==> src/rtl/rgb_mixer_pkg.sv <==
// Shared definitions for the RGB mixer front end: channel width,
// quadrature phase encoding and the default debounce depth.
package rgb_mixer_pkg;

    localparam int LEVEL_W          = 8;
    localparam int DEBOUNCE_DEFAULT = 16;

    // Quadrature phase index; consecutive values are one sub-step apart
    // in the clockwise direction.
    typedef enum logic [1:0] {
        PH_00 = 2'd0,
        PH_10 = 2'd1,
        PH_11 = 2'd2,
        PH_01 = 2'd3
    } phase_t;

    // Map the debounced {A,B} pin pair onto its phase index.
    function automatic phase_t phase_of(input logic a, input logic b);
        phase_t ph;
        case ({a, b})
            2'b00:   ph = PH_00;
            2'b10:   ph = PH_10;
            2'b11:   ph = PH_11;
            default: ph = PH_01;
        endcase
        return ph;
    endfunction

endpackage

==> src/rtl/input_debounce.sv <==
// Single-bit 2-flop synchronizer followed by a stable-level counter.
// The output only follows the synchronized input once it has differed
// from the accepted level for DEBOUNCE_CYCLES consecutive cycles.
module input_debounce
    import rgb_mixer_pkg::*;
#(
    parameter int DEBOUNCE_CYCLES = DEBOUNCE_DEFAULT
) (
    input  logic clk,
    input  logic rst_n,
    input  logic raw,
    output logic stable
);

    localparam logic [7:0] LAST_COUNT = 8'(DEBOUNCE_CYCLES - 1);

    logic [1:0] sync_q;
    logic [7:0] count_q;

    // Two-flop synchronizer for the asynchronous pin.
    always_ff @(posedge clk or negedge rst_n) begin
        if (!rst_n) begin
            sync_q <= 2'b00;
        end else begin
            sync_q <= {sync_q[0], raw};
        end
    end

    // Count cycles of disagreement; accept the new level on the last one,
    // restart the count whenever the input agrees with the accepted level.
    always_ff @(posedge clk or negedge rst_n) begin
        if (!rst_n) begin
            count_q <= 8'd0;
            stable  <= 1'b0;
        end else if (sync_q[1] == stable) begin
            count_q <= 8'd0;
        end else if (count_q == LAST_COUNT) begin
            count_q <= 8'd0;
            stable  <= sync_q[1];
        end else begin
            count_q <= count_q + 8'd1;
        end
    end

endmodule

==> src/rtl/quad_encoder_counter.sv <==
// One rotary-encoder channel: debounced A/B pins feed a quadrature
// decoder whose detent events move an 8-bit level for the PWM stage.
// A detent is the clockwise 3->0 or counter-clockwise 0->3 phase step.
module quad_encoder_counter
    import rgb_mixer_pkg::*;
#(
    parameter int WIDTH           = LEVEL_W,
    parameter int DEBOUNCE_CYCLES = DEBOUNCE_DEFAULT,
    parameter bit SATURATE        = 1'b1
) (
    input  logic             clk,
    input  logic             rst_n,
    input  logic             ena,
    input  logic             enc_a,
    input  logic             enc_b,
    output logic [WIDTH-1:0] value,
    output logic             step,
    output logic             dir,
    output logic             err
);

    localparam logic [WIDTH-1:0] VALUE_MAX = '1;

    logic       a_stable;
    logic       b_stable;
    logic [1:0] phase_q;
    logic [1:0] phase_cur;
    logic [1:0] delta;
    logic       illegal;
    logic       detent_up;
    logic       detent_down;
    logic [WIDTH-1:0] value_next;

    input_debounce #(.DEBOUNCE_CYCLES(DEBOUNCE_CYCLES)) u_deb_a (
        .clk    (clk),
        .rst_n  (rst_n),
        .raw    (enc_a),
        .stable (a_stable)
    );

    input_debounce #(.DEBOUNCE_CYCLES(DEBOUNCE_CYCLES)) u_deb_b (
        .clk    (clk),
        .rst_n  (rst_n),
        .raw    (enc_b),
        .stable (b_stable)
    );

    // Classify the move from the registered phase to the current phase.
    always_comb begin
        phase_cur   = phase_of(a_stable, b_stable);
        delta       = phase_cur - phase_q;
        illegal     = (delta == 2'd2);
        detent_up   = (delta == 2'd1) && (phase_q == PH_01);
        detent_down = (delta == 2'd3) && (phase_q == PH_00);
    end

    // Next level for a detent, clamped or wrapping at the range ends.
    always_comb begin
        value_next = value;
        if (detent_up) begin
            if (!(SATURATE && (value == VALUE_MAX))) begin
                value_next = value + 1'b1;
            end
        end else if (detent_down) begin
            if (!(SATURATE && (value == '0))) begin
                value_next = value - 1'b1;
            end
        end
    end

    // Phase tracking always runs (an illegal jump resynchronizes to the
    // current phase); level, step and dir only move while enabled.
    always_ff @(posedge clk or negedge rst_n) begin
        if (!rst_n) begin
            phase_q <= PH_00;
            value   <= '0;
            step    <= 1'b0;
            dir     <= 1'b0;
            err     <= 1'b0;
        end else begin
            phase_q <= phase_cur;
            err     <= illegal;
            step    <= ena && (detent_up || detent_down);
            if (ena && (detent_up || detent_down)) begin
                dir   <= detent_up;
                value <= value_next;
            end
        end
    end

endmodule

==> config.mk <==
export PLATFORM = sky130hd
export DESIGN_NAME = quad_encoder_counter
export DESIGN_NICKNAME = d
export VERILOG_FILES = /design/src/rtl/rgb_mixer_pkg.sv /design/src/rtl/input_debounce.sv /design/src/rtl/quad_encoder_counter.sv
export SDC_FILE = /design/constraint.sdc
export NUM_CORES = 1
export LEC_CHECK = 0
export ABC_AREA = 1
export CORE_MARGIN = 2
export CORE_UTILIZATION = 50
export DETAILED_ROUTE_END_ITERATION = 7
export HOLD_SLACK_MARGIN = 0.15
export PLACE_DENSITY = 0.69
export SETUP_SLACK_MARGIN = 0.3
export SYNTH_ARGS = -nofsm -noshare
export SYNTH_HDL_FRONTEND = slang
export SYNTH_SLANG_ARGS = --single-unit
==> constraint.sdc <==
create_clock -name clk -period 7.39 [get_ports clk]
set_input_delay 0.739 -clock clk [delete_from_list [all_inputs] [get_ports clk]]
set_output_delay 0.739 -clock clk [all_outputs]
set_load 0.02 [all_outputs]
Word-level counts from Yosys, hierarchy flattened

Index checks and enable logic that the tools add are counted.

Register bits: 35
Bits in latches: 0
RAM bits: 0
ROM bits: 0
Output and inout bits: 11
Memories: 0

$add $sub $neg: 5
Multiply operators: 0
Div/mod/pow operators: 0
Order comparisons: 0
Equal/unequal tests: 13
Shift operators: 0
Mux-type cells: 9
Bitwise operators: 2
Reductions and logical operators: 11

Operator list:

| operator                                             | number |
|---|---|
| 2-to-1 mux 8 bit                                     | 8 |
| adder 8 x 1 -> 8 bit (second input constant)         | 3 |
| equality test 8 x 4 -> 1 bit (second input constant) | 2 |
| equality test 2 bit (second input constant)          | 5 |
| equality test 8 bit (second input constant)          | 1 |
| zero test 8 bit                                      | 1 |
| subtractor 8 x 1 -> 8 bit (second input constant)    | 1 |
| case mux 2 bit (3 select lines)                      | 1 |
| zero test 2 bit                                      | 2 |
| != test 2 bit (second input constant)                | 2 |
| AND reduction 2 bit                                  | 2 |
| AND reduction 4 bit                                  | 1 |
| logical AND 1 bit                                    | 3 |
| equality test 1 bit                                  | 2 |
| equality test 2 x 1 -> 1 bit (second input constant) | 1 |
| inverter 1 bit                                       | 2 |
| nonzero test 2 bit                                   | 1 |
| subtractor 2 bit                                     | 1 |
| logical OR 1 bit                                     | 1 |

Depth between registers and ports, before layout

Word-level depth: 8
Depth in mapped cells: 19

Cells and area by module

Synthesis repeated with hierarchy kept, for this count alone.

Cell total of the unflattened synthesis: 251
Area, all modules: 2043.2 µm²

By module, submodules not included:

| module               | times used | cells an instance | area an instance (µm²) |
|---|---|---|---|
| quad_encoder_counter | 1          | 129               | 1022.2 |
| input_debounce       | 2          | 61                | 510.5 |

Worst setup path before layout

Ideal clock, no wire load.

Path type: flip-flop to flip-flop
Start: register u_deb_a.stable
End: register value[7]
Setup time: 0.116 ns
Data arrival time: 2.459 ns
Data required time: 7.274 ns
Path slack: 4.815 ns
Stages on the path, launching flop included: 15
Period minus slack after synthesis: 2.575 ns
Path through: dfrtp_1 inv_1 ha_1 ha_1 nor3_4 nand2_2 ha_1 a21oi_1 nand2_1 a21oi_1 inv_1 nand2_1 nand2_1 nand2_1 nand2_2

Word-level cells in the longest chain between the ends: 8
Elaborated cells on any way between the ends: 16
Those cells by class: 1 x add/sub; 6 x eq/ne; 2 x mux; 7 x reduce/logical

Ends and longest elaborated chain:

| element                                                             | line                                                   | text |
|---|---|---|
| from (decl)                                                         | input_debounce.sv:12                                   | `output logic stable` |
| from (signal assigned)                                              | input_debounce.sv:39                                   | `stable <= sync_q[1];` |
| equality test 2 bit or zero test 2 bit (tied branches)              | rgb_mixer_pkg.sv:20                                    | `case ({a, b})` |
| case mux 2 bit (3 select lines) (*)                                 | rgb_mixer_pkg.sv:20                                    |  |
| subtractor 2 bit (*)                                                | quad_encoder_counter.sv:51                             | `delta = phase_cur - phase_q;` |
| equality test 2 x 1 -> 1 bit or equality test 2 bit (tied branches) | quad_encoder_counter.sv:53, quad_encoder_counter.sv:54 |  |
| logical AND 1 bit, on equally long branches                         | quad_encoder_counter.sv:53, quad_encoder_counter.sv:54 |  |
| logical OR 1 bit                                                    | quad_encoder_counter.sv:84                             | `if (ena && (detent_up \|\| detent_down)) begin` |
| logical AND 1 bit                                                   | quad_encoder_counter.sv:84                             |  |
| AND reduction 4 bit (no source line)                                | -                                                      |  |
| to (signal assigned)                                                | quad_encoder_counter.sv:86                             | `value <= value_next;` |
| to (decl)                                                           | quad_encoder_counter.sv:16                             | `output logic [WIDTH-1:0] value,` |

Every way passes the cells marked *; elsewhere a longest branch is shown, timed or not.
A chain may end at the register's enable or synchronous reset.

Worst setup path in the final report

Ends and elaborated chain as after synthesis.

==> results.sh <==
export IMPL_status="finished, final reports clean"
export IMPL_syn_area_mm2=0.00194
export IMPL_clkPwrFrac_pct=45.5
export IMPL_wl_um=3190
export IMPL_postCtsSetupBuffers=0
export IMPL_drv_slew=0
export IMPL_cp_cell_sequence="inv_1 > ha_1 > ha_1 > nor3_4 > nand2_2 > ha_1 > a21oi_1 > nand2_1 > a21oi_1 > inv_1 > nand2_1 > nand2_1 > nand2_1 > nand2_2"
export IMPL_crit_type="reg -> reg"
export IMPL_worst_ep_required_time_ns=7.57
export IMPL_place_congestion=0.796
export IMPL_netSwitchingFraction_pct=19.9
export IMPL_clock_latency_ns=0.29
export IMPL_nets=261
export IMPL_fin_ws_ns=4.61
export IMPL_total_power_uw=386
export IMPL_antenna_cells=0
export IMPL_drt_pass1_iter_count=4
export IMPL_cts_root_buf="clkbuf_8"
export IMPL_rsz0062_at_grt="no"
export IMPL_synthFlopType="dfrtp_1"
export IMPL_antenna_found_initial=0
export IMPL_slew_limit_headroom_pct=71.6
export IMPL_dpl_hpwl_um=2480
export IMPL_grt_pass1_wl_um=5940
export IMPL_fillCellCount=325
export IMPL_cts_sinks=35
export IMPL_htree_levels=2
export IMPL_globalRoute_busiestLayer="met2"
export IMPL_worst_path_most_repeated_cell="nand2_1"
export IMPL_grt_use_met3_pct=3.92
export IMPL_grt_overflow=0
export IMPL_dpl_cell_count=285
export IMPL_hold_viol=0
export IMPL_cts_resized=0
export IMPL_cp_max_fo=9
export IMPL_finClkSkew_ns=0.00552
export IMPL_final_cells=293
export IMPL_crit_family="adder cells"
export IMPL_finalSetupTns_ns=0
export IMPL_setup_viol=0
export IMPL_numPortBuffers=15
export IMPL_cts_tree="done"
export IMPL_synthArstFlopShare_pct=100
export IMPL_tightest_slew_ns=0.426
export IMPL_ys_seq_area_share_pct=45.1
export IMPL_crit_slowest_cell="dfrtp_1"
export IMPL_max_freq_mhz=359
export IMPL_use_met1_pct=21.7
export IMPL_synth_avg_cell_area_um2=8.71
export IMPL_drive_above_1_share_pct=14.7
export IMPL_cts_hold_buf=0
export IMPL_use_met2_pct=29.0
export IMPL_netlist_top_cells_area="dfrtp_1, nand2_1, ha_1"
export IMPL_slowest_delay_ns=0.39
export IMPL_grt_start_max_net_pins=36
export IMPL_vias=1457
export IMPL_syn_nets=240
export IMPL_crit_path_end_kind="flop"
export IMPL_p_comb_share_pct=3.3
export IMPL_fin_crit_sh_pct=37.7
export IMPL_vias_per_cell=4.97
export IMPL_yosysUniqueCellTypes=26
export IMPL_p_leak_uw=0.00115
export IMPL_maxCapViolCount=0
export IMPL_numCtsBuffers=5
export IMPL_drc=0
export IMPL_die_height_um=66.3
export IMPL_synth_edff_count=0
export IMPL_hp_class="reg -> reg"
export IMPL_start_kind="flop"
export IMPL_clock_path_buffers=2
export IMPL_start_util_pct=52.7
export IMPL_path_clk_slew_ns=0.07
export IMPL_synth_seq_cells=35
export IMPL_drt_initial_drc_count=86
export IMPL_period_minus_slack_ns=2.78
export IMPL_synthCells=223
export IMPL_crit_buf_inv=2
export IMPL_peakVddDrop_mv=0.115
export IMPL_core_mm2=0.00369
export IMPL_ant_nets=0
export IMPL_netSwitchingPower_uw=76.7
export IMPL_seq_power_share_pct=51.2
export IMPL_cp_data_arrival_time_ns=2.96
export IMPL_fp_row_count=22
export IMPL_intPower_uw=309
export IMPL_pre_cts_ws_ns=4.58
export IMPL_grt_pass1_vias=1434
export IMPL_yosysTopAreaCell="dfrtp_1"
export IMPL_die_w_um=66.3
export IMPL_synth_top_area_share_pct=45.1
export IMPL_grtUsageTotal_pct=17.7
export IMPL_io_pins=16
export IMPL_wire_per_inst_um=10.9
export IMPL_area_growth_pct=16.0
export IMPL_power_density_mw_per_mm2=171
export IMPL_yosys_warnings=0
export IMPL_dieArea_mm2=0.00440
power groups by stage:
stage	clock network, µW	registers [µW]	logic [µW]
finish	176	198	12.8
global route	189	198	15.2
CTS	179	198	13.4
detailed placement	0	201	13.3
global placement	0	201	13.3
floorplan	0	201	5.87
through the flow:
stage	cell area (µm²)	hold WS, ns	utilization (%)
final	2250	0.353	61.1
after global routing	2250	0.375	61.1
after CTS	2250	0.356	61.1
after detailed placement	2140	0.349	57.9
after global placement	2140	0.344	57.9
after floorplan	1940	0.331	-
per-layer routing:
metal  vias to the layer above  part of all wire [%]
li1                        749                     -
met3                        10                   4.3
met4                         0                   2.8
met2                        26                    48
met5                         -                     0
met1                       672                    44
kinds of logic after synthesis:
logic type	synth area share (%)
mux	0.579
fa+ha+maj	8.11
simple gates	29.3
compound gates	5.41
xor+xnor	4.51
flops	45.1
buf+inv	7.02
flip-flops by register name, summed over array words and instances (netlist names):
| register | flops |
|---|---|
| u_deb_b.stable | 1 |
| u_deb_b.count_q | 8 |
| value | 8 |
| u_deb_a.count_q | 8 |
| u_deb_a.stable | 1 |
| dir | 1 |
| err | 1 |
| phase_q | 2 |
| u_deb_a.sync_q | 2 |
| u_deb_b.sync_q | 2 |
| step | 1 |
final cells by class:
type                    count  area [µm²]  area share [%]
clock inverters             2        35.0            1.55
flip-flops and latches     35         876            38.8
well taps                  48        60.1            2.66
clock buffers               6        82.6            3.66
repair buffers             16         158            6.99
inverters                  30         113            4.99
multi-input cells         156         931            41.3
path summary, 6_finish.rpt:
check	startpoint	endpoint	slack, ns	depth (start not counted)
max	u_deb_a.stable$_DFFE_PN0P_	value[7]$_DFFE_PN0P_	4.61	14
min	u_deb_a.sync_q[0]$_DFF_PN0_	u_deb_a.sync_q[1]$_DFF_PN0_	0.35	0
max reg2reg	u_deb_a.stable$_DFFE_PN0P_	value[7]$_DFFE_PN0P_	4.61	14
min reg2reg	u_deb_a.sync_q[0]$_DFF_PN0_	u_deb_a.sync_q[1]$_DFF_PN0_	0.35	0
max in group asynchronous	rst_n	u_deb_b.sync_q[1]$_DFF_PN0_	6.22	2
min in group asynchronous	rst_n	u_deb_a.count_q[5]$_DFF_PN0_	0.86	2
cell usage in the layout (no fill, tap or decap), drive strengths merged, types with 2 or more instances in the layout:
cell           instances
nand2                 59
dfrtp                 35
inv                   30
nor2                  25
clkdlybuf4s50         15
nand3                 14
ha                    11
a21oi                  8
nor3                   8
o21ai                  8
clkbuf                 6
xnor2                  5
xor2                   5
nor3b                  4
nand4                  3
or2                    2
Yosys cell counts (5+ instances only):
master	number
nand2_1	43
dfrtp_1	35
o21ai_2	5
ha_1	11
nand3_1	11
xor2_1	5
xnor2_1	5
nor3_1	7
a21oi_1	8
nand2_2	14
nor2_1	25
inv_1	28
Note: power is estimated with default switching activity, not from simulation.
